`src/rtl/uart_frame_tx.sv`:
```
// Self-framing UART transmitter: a small write FIFO feeds a start/data/parity/stop
// serialiser running at CLKS_PER_BIT clk_sis cycles per bit.
module uart_frame_tx #(
  parameter int DATA_W       = 8,
  parameter int CLKS_PER_BIT = 2,
  parameter int PARITY       = 0,
  parameter int STOP_BITS    = 1,
  parameter int FIFO_DEPTH   = 4
) (
  input  logic              clk_sis,
  input  logic              rst,
  input  logic              wr_en,
  input  logic [DATA_W-1:0] wr_data,
  output logic              full,
  output logic              overflow,
  output logic              tx,
  output logic              busy,
  output logic              frame_done
);

  localparam int PTR_W  = $clog2(FIFO_DEPTH);
  localparam int CNT_W  = PTR_W + 1;
  localparam int BAUD_W = (CLKS_PER_BIT > 1) ? $clog2(CLKS_PER_BIT) : 1;
  localparam int BIT_W  = 4;
  localparam logic [BAUD_W-1:0] BAUD_LAST = BAUD_W'(CLKS_PER_BIT - 1);
  localparam logic [BAUD_W-1:0] BAUD_PRE  = BAUD_W'((CLKS_PER_BIT > 1) ? CLKS_PER_BIT - 2 : 0);
  localparam logic [BIT_W-1:0]  DATA_LAST = BIT_W'(DATA_W - 1);
  localparam logic [BIT_W-1:0]  STOP_LAST = BIT_W'(STOP_BITS - 1);
  localparam logic [CNT_W-1:0]  CNT_FULL  = CNT_W'(FIFO_DEPTH);

  if (DATA_W < 5 || DATA_W > 9 || CLKS_PER_BIT < 1 || PARITY < 0 || PARITY > 2 ||
      STOP_BITS < 1 || STOP_BITS > 2 || FIFO_DEPTH < 2 ||
      (FIFO_DEPTH & (FIFO_DEPTH - 1)) != 0) begin : g_param_check
    $error("uart_frame_tx: illegal parameter value");
  end

  typedef enum logic [2:0] {IDLE, START, DATA, PAR, STOP} state_t;

  logic [DATA_W-1:0] mem [FIFO_DEPTH];
  logic [PTR_W-1:0]  wr_ptr;
  logic [PTR_W-1:0]  rd_ptr;
  logic [CNT_W-1:0]  count;
  logic [DATA_W-1:0] shift;
  logic              par_bit;
  state_t            state;
  logic [BAUD_W-1:0] baud_cnt;
  logic [BIT_W-1:0]  bit_cnt;
  logic              push;
  logic              pop;
  logic              baud_last;
  logic              stop_last;
  logic              enter_last_stop;
  logic              pre_last;
  logic              done_next;

  function automatic logic parity_of(input logic [DATA_W-1:0] d);
    return (PARITY == 2) ? ~^d : ^d;
  endfunction

  assign full      = (count == CNT_FULL);
  assign push      = wr_en && !full;
  assign baud_last = (baud_cnt == BAUD_LAST);
  assign stop_last = (state == STOP) && (bit_cnt == STOP_LAST) && baud_last;
  assign pop       = (count != '0) && ((state == IDLE) || stop_last);

  // frame_done is registered, so raise it one edge ahead of the final stop cycle
  assign enter_last_stop = baud_last &&
    ((STOP_BITS == 2) ? ((state == STOP) && (bit_cnt == '0))
                      : ((state == PAR) ||
                         ((state == DATA) && (bit_cnt == DATA_LAST) && (PARITY == 0))));
  assign pre_last  = (state == STOP) && (bit_cnt == STOP_LAST) && (baud_cnt == BAUD_PRE);
  assign done_next = (CLKS_PER_BIT == 1) ? enter_last_stop : pre_last;

  always_ff @(posedge clk_sis or negedge rst) begin
    if (!rst) begin
      wr_ptr   <= '0;
      rd_ptr   <= '0;
      count    <= '0;
      overflow <= 1'b0;
    end else begin
      overflow <= wr_en && full;
      if (push) wr_ptr <= wr_ptr + 1'b1;
      if (pop)  rd_ptr <= rd_ptr + 1'b1;
      if (push && !pop)      count <= count + 1'b1;
      else if (pop && !push) count <= count - 1'b1;
    end
  end

  // Storage and shift path carry no reset; they are only observed under FSM control
  always_ff @(posedge clk_sis) begin
    if (push) mem[wr_ptr] <= wr_data;
    if (pop) begin
      shift   <= mem[rd_ptr];
      par_bit <= parity_of(mem[rd_ptr]);
    end else if (state == DATA && baud_last) begin
      shift <= shift >> 1;
    end
  end

  always_ff @(posedge clk_sis or negedge rst) begin
    if (!rst) begin
      state      <= IDLE;
      baud_cnt   <= '0;
      bit_cnt    <= '0;
      tx         <= 1'b1;
      busy       <= 1'b0;
      frame_done <= 1'b0;
    end else begin
      frame_done <= done_next;
      if (state != IDLE && !baud_last) baud_cnt <= baud_cnt + 1'b1;
      case (state)
        IDLE: begin
          if (pop) begin
            state    <= START;
            baud_cnt <= '0;
            bit_cnt  <= '0;
            tx       <= 1'b0;
            busy     <= 1'b1;
          end
        end
        START: begin
          if (baud_last) begin
            state    <= DATA;
            baud_cnt <= '0;
            bit_cnt  <= '0;
            tx       <= shift[0];
          end
        end
        DATA: begin
          if (baud_last) begin
            baud_cnt <= '0;
            if (bit_cnt == DATA_LAST) begin
              bit_cnt <= '0;
              if (PARITY != 0) begin
                state <= PAR;
                tx    <= par_bit;
              end else begin
                state <= STOP;
                tx    <= 1'b1;
              end
            end else begin
              bit_cnt <= bit_cnt + 1'b1;
              tx      <= shift[1];
            end
          end
        end
        PAR: begin
          if (baud_last) begin
            state    <= STOP;
            baud_cnt <= '0;
            bit_cnt  <= '0;
            tx       <= 1'b1;
          end
        end
        STOP: begin
          if (baud_last) begin
            baud_cnt <= '0;
            if (bit_cnt != STOP_LAST) begin
              bit_cnt <= bit_cnt + 1'b1;
            end else if (pop) begin
              state   <= START;
              bit_cnt <= '0;
              tx      <= 1'b0;
            end else begin
              state   <= IDLE;
              bit_cnt <= '0;
              busy    <= 1'b0;
            end
          end
        end
        default: begin
          state <= IDLE;
          tx    <= 1'b1;
          busy  <= 1'b0;
        end
      endcase
    end
  end

endmodule
```
`config.mk`:
```
export PLATFORM = sky130hd
export DESIGN_NAME = uart_frame_tx
export DESIGN_NICKNAME = d
export VERILOG_FILES = /design/src/rtl/uart_frame_tx.sv
export SDC_FILE = /design/constraint.sdc
export NUM_CORES = 1
export LEC_CHECK = 0
export BUFFER_PORTS_ARGS = -buffer_cell sky130_fd_sc_hd__buf_4
export CAP_MARGIN = 20
export CORE_MARGIN = 10
export CORE_UTILIZATION = 35
export CTS_BUF_LIST = sky130_fd_sc_hd__clkbuf_8 sky130_fd_sc_hd__clkbuf_16
export DETAILED_ROUTE_END_ITERATION = 7
export PLACE_DENSITY = 0.49
export SKIP_CTS_REPAIR_TIMING = 1
export SYNTH_ARGS = -nofsm -noshare
export SYNTH_HDL_FRONTEND = slang
export SYNTH_SLANG_ARGS = --single-unit
```
`constraint.sdc`:
```
create_clock -name clk_sis -period 3.15 [get_ports clk_sis]
set_clock_uncertainty 0.1 [all_clocks]
set_input_delay 0.1575 -clock clk_sis [delete_from_list [all_inputs] [get_ports clk_sis]]
set_output_delay 0.1575 -clock clk_sis [all_outputs]
set_load 0.02 [all_outputs]
```
## After elaboration in Yosys (flattened, before gate mapping)

Memories as Yosys holds them, arrays and structs flattened.
Index checks and enable logic that the tools add are counted.

| storage, ports and cells | value |
|---|---|
| flip-flop bits (word level) | 27 |
| RAM bits | 32 |
| memories | 1 |

| cells by class | value |
|---|---|
| add/sub/neg operators | 6 |
| equal/unequal tests | 15 |
| multiplexer cells | 39 |
| bitwise logic cells | 2 |
| reduce and logical (&&, ||, !) cells | 30 |

Memories:

| memory | depth | width | read ports | clocked after memory_dff | wr ports | RTL line | source |
|---|---|---|---|---|---|---|---|
| mem | 4 | 8 | 1 | 0 | 1 | 39 | `logic [DATA_W-1:0] mem [FIFO_DEPTH];` |

Operators by type and width:

| operator | number |
|---|---|
| 3-bit two-way mux | 9 |
| 4-bit two-way mux | 6 |
| 1-bit two-way mux | 17 |
| 8-bit two-way mux | 2 |
| 4-bit case mux with 4 select lines | 1 |
| 3-bit case mux with 5 select lines | 1 |
| 5-bit AND reduction | 3 |
| 2-bit != test (second input constant) | 7 |
| 1-bit logical AND | 10 |
| 4-bit nonzero test | 2 |
| 7-bit AND reduction | 1 |
| 3-bit by 2-bit equality test with 1-bit output (second input constant) | 2 |
| 3-bit equality test (second input constant) | 2 |
| 3-bit nonzero test | 2 |
| 1-bit case mux with 5 select lines | 1 |
| 2-bit by 1-bit adder with 2-bit output (second input constant) | 2 |
| 4-bit by 1-bit adder with 4-bit output (second input constant) | 1 |
| 4-bit by 3-bit equality test with 1-bit output (second input constant) | 1 |
| 1-bit zero test | 4 |
| 4-bit zero test | 1 |
| 2-bit by 1-bit != test with 1-bit output (second input constant) | 2 |
| 2-bit nonzero test | 2 |
| 4-bit OR reduction | 1 |
| 3-bit by 1-bit adder with 3-bit output (second input constant) | 1 |
| 10 further kinds | 11 |

## Longest topological paths before layout

| depth | value |
|---|---|
| depth in word-level cells | 9 |
| depth in mapped cells | 12 |
| gate-level depth less buffers | 11 |

## Least setup slack after synthesis

OpenSTA, ideal clock, no wires.

| timing path | value |
|---|---|
| kind | flip-flop to flip-flop |
| from | reg bit_cnt[0] |
| to | reg count[1] |
| setup time | 0.125 ns |
| arrival | 2.315 ns |
| slack | 0.611 ns |
| cell stages (with the launch flop) | 11 |
| buffers on the path | 1 |
| clock period less this slack | 2.539 ns |
| path through | dfrtp_1 > inv_1 > ha_1 > nand4bb_4 > a2111oi_4 > buf_6 > inv_2 > ha_1 > inv_1 > fa_1 > mux2_2 |

| on the way | value |
|---|---|
| longest elaborated chain between the ends | 8 |
| elaborated cells on any way between the ends | 10 |

Ends and longest elaborated chain:

| what | RTL line | source |
|---|---|---|
| start: declaration | 47 | `logic [BIT_W-1:0] bit_cnt;` |
| start signal: assignment | 142 | `bit_cnt <= bit_cnt + 1'b1;` |
| start signal: assignment | 159 | `bit_cnt <= bit_cnt + 1'b1;` |
| 4-bit zero test (*) | 63 | `assign stop_last = (state == STOP) && (bit_cnt == STOP_LAST) && baud_last;` |
| 1-bit logical AND (*) (2 in series) | 63 |  |
| 1-bit logical OR (*) | 64 | `assign pop = (count != '0) && ((state == IDLE) \|\| stop_last);` |
| 1-bit logical AND (*) | 64 |  |
| 1-bit zero test | 84 | `if (push && !pop) count <= count + 1'b1;` |
| 1-bit logical AND | 84 |  |
| 3-bit two-way mux or 2-bit nonzero test (tied branches) | -- |  |
| end signal: assignment | 84 |  |
| end signal: assignment | 85 | `else if (pop && !push) count <= count - 1'b1;` |
| end: declaration | 42 | `logic [CNT_W-1:0] count;` |

Every way passes the cells marked *; elsewhere a longest branch is shown, timed or not.
A chain may end at the register's enable or synchronous reset.

## Worst setup path in the final report

Same ends and word-level chain as after synthesis.

==> results.md <==
* Status: finished clean
* WP data arrival at 2.64 ns
* # H-tree levels at 3
* All-Layer GR Usage at 9.00%
* CP Class: flop to flop
* Die Wd at approximately 110 um
* Placer Congestion at 0.768
* Yosys reg bits at 59
* Top cell type's share of synthesized area at 45.4%
* Sink Count at just under 60
* Final setup viols at 0
* WHS at 0.143 ns
* Vias per cell at between 4 and 5
* Comb pwr share at 31.8%
* HP Class: input port to async pin
* Leak pwr at 0.00119 uW
* Slew margin rel. at 49.6%
* Initial DRC count at 68
* CP Data Required Time at around 3.3 ns
* Crit Path Max Fanout at 5
* Initial antenna violation count at 0
* Post-synthesis compound-gate area fraction at 6.96%
* GRT Residual Overflow at 0
* M3 GR Usage at 2.40%
* Synth Area in XOR/XNOR at 1.99%
* Fraction of layout cells with a size suffix above 1 at about 23%
* Row cnt at 31
* Reg-to-Reg Start: bit_cnt[0]
* Setup TNS at 0 ns
* First drt pass iteration count at 4
* R2R depth at 9
* Post-DP HPWL at 3200 um
* Reg2reg setup slack at 0.63 ns
* Buffer depth of the longest clock path at 2
* # DRC at 0
* Total number of vias at between 1,500 and 2,000
* Final WL at 4720 um
* WL/cell at between 15 and 20 um
* Fin crit share at 80.0%
* Worst Max-Slew Pin Slew at around 0.75 ns
* Antenna viol nets, final at 0
* Post-Syn Area at 0.00264 sq mm
* Synth area leaders: edfxtp_1 45%, dfrtp_1 17%, mux4_2 6.8%, ha_1 3.3%, mux2_1 2.6%
* Post-synth EDFFs at 40
* Clock slew at reported path FFs at 0.07 ns
* Int Pwr at about 2100 uW
* Final #Nets at between 200 and 250
* Ant. Diodes at 0
* Number of fillers in the final layout at 703
* Die Area at 0.0114 sq mm
* Maximum VDD drop at between 0.0005 and 0.0006 V
* Power share of the clock group at 24.0%
* Max-slew violations at 0
* First-pass GRT wire length at 7890 um
* Adder-cell share of the synthesized area at 4.07%
* Largest family of logic cells by synthesized area: multiplexers
* Met2 usage at between 10% and 20%
* Busiest grt layer: met2
* Sequential share of power at between 40% and 50%
* Setup repair after global routing missed its margin: no
* Clk_lat worst skew at 0.33 ns
* PD cells at slightly below 1000 mW/mm^2
* CTS Root Buffer Type: clkbuf_8
* Core area at 0.00729 sq mm
* Met1 usage at 11.5%
* Switching Share at between 30 and 40%
* Syn_nets at slightly below 200
* Die Y at 107 um
* Critical Path Sink: count[1]
* Synthesized instance count at 174
* Min Tclk post-route at 2.52 ns
* Critical Path Source Type: flop
* Top Ports at 16
* Total CTS buffers at 9
* Largest net degree at the start of global routing at 20
* Synth Area per Inst at ~15 sq um
* Netlist cell types at 45
* Port-buffer cells at 15
* Synth Area in Simple Gates at 10.6%
* Hold Vio Cnt, Final at 0
* Sequential fraction of the synthesis area at 63.5%
* Largest area contributor in the netlist: edfxtp_1
* Starting Density at 36.3%
* Final Util at 43.5%
* Post-synth ARST share at about a third
* CTS tree: yes
* Sw Pwr at 1060 uW
* R2R Path End: count[1]
* Synth warn at 0
* Most used DFF post-synth: edfxtp_1
* Maximum clock rate at roughly 0.40 GHz
* Crit. Startpoint: bit_cnt[0]
* Vias in the first global route at 1,537
* Synth-to-Final Area Change at 19.9%
* Max-cap violations at 0
* Post-synthesis mux area share at 10.6%
* CP Capture Type: flop
[metrics by stage]
| step | instances | power (uW) | instance area, sq um | setup WS, ns |
|---|---|---|---|---|
| after global placement | 282 | 2360 | 2850 | 0.698 |
| after global routing | 308 | 3360 | 3170 | 0.490 |
| after detailed placement | 282 | 2410 | 2850 | 0.636 |
| after floorplan | 174 | 2140 | 2640 | 0.611 |
| final | 308 | 3130 | 3170 | 0.629 |
| after CTS | 298 | 3170 | 3070 | 0.614 |
[metal layers]
layer / vias to the layer above / wire length (um)
li1: 717 / -
met1: 768 / 2310
met2: 25 / 2150
met3: 9 / 152
met4: 0 / 114
met5: - / 0
[cell usage in the layout, fill, tap and decap left out, types with 2 or more instances in the layout]
cell type      Yosys  layout
edfxtp_1          40      40
dfrtp_1           18      18
buf_4              0      16
dlygate4sd3_1      0      10
nor2_1             9       9
clkbuf_8           0       9
mux4_2             8       8
nand2_1            8       8
inv_1              6       7
and2_1             7       7
ha_1               7       7
mux2_1             6       6
nand3_1            5       5
nor2b_1            4       4
o211ai_1           4       4
mux2_2             3       3
o21ai_1            3       3
xor2_1             3       3
xnor2_1            3       3
a21oi_1            3       3
nor3b_1            2       2
nor3_1             2       2
o21ai_0            2       2
or3_1              2       2
o21a_1             2       2
o2bb2ai_1          2       2
bufinv_16          0       2
[kinds of logic after synthesis]
| logic type | Yosys count |
|---|---|
| AO/OA/AOI/OAI | 23 |
| XOR/XNOR | 6 |
| adder cells (fa/ha/maj) | 8 |
| buffers and inverters | 14 |
| flip-flops | 59 |
| multiplexers | 17 |
| AND/OR/NAND/NOR | 47 |
[final cells by class]
class	count	area, sq um	area share [%]
clock inverters	7	93.8	2.96
multi-input cells	101	905	28.5
clock buffers	9	124	3.91
flip-flops and latches	59	1680	52.9
well taps	99	124	3.91
repair buffers	26	220	6.95
inverters	7	26.3	0.829
[sequential cells by signal (all words and copies together) (netlist names)]
signal	count
tx	1
shift	8
frame_done	1
count	3
state	3
wr_ptr	2
bit_cnt	4
rd_ptr	2
busy	1
mem	32
overflow	1
baud_cnt	1
[how the worst min path moves through the flow]
stage,startpoint,to,slack [ns],cells after the start
after global placement,rst,rd_ptr[0],-0.05,1
after floorplan,rst,baud_cnt,-0.24,0
final,rst,wr_ptr[1],0.14,2
after detailed placement,rst,rd_ptr[0],-0.04,1
after global routing,rst,rd_ptr[0],0.15,2
after CTS,rst,rd_ptr[0],-0.41,1
[critical path, stage by stage, from the launching register on]
cell,delay [ns]
dfrtp_1,0.42
inv_1,0.07
ha_1,0.21
nand4bb_4,0.15
a2111oi_4,0.41
inv_2,0.09
ha_1,0.21
inv_1,0.07
fa_1,0.40
mux2_2,0.27
[synthesized netlist by cell type, types with 2 or more instances]
library cell / instances
a21oi_1: 3
and2_1: 7
clkbuf_1: 4
dfrtp_1: 18
edfxtp_1: 40
ha_1: 7
inv_1: 6
mux2_1: 6
mux2_2: 3
mux4_2: 8
nand2_1: 8
nand3_1: 5
nor2_1: 9
nor2b_1: 4
nor3_1: 2
nor3b_1: 2
o211ai_1: 4
o21a_1: 2
o21ai_0: 2
o21ai_1: 3
o2bb2ai_1: 2
or3_1: 2
xnor2_1: 3
xor2_1: 3
[power groups by stage]
stage | registers [uW] | logic (uW) | clock network [uW]
2_1_floorplan | 1270 | 865 | 0
3_3_place_gp | 1390 | 972 | 0
3_5_place_dp | 1410 | 998 | 0
4_1_cts | 1390 | 1010 | 770
5_1_grt | 1430 | 1120 | 809
6_report | 1380 | 997 | 753
(Power assumes the default switching activity.)
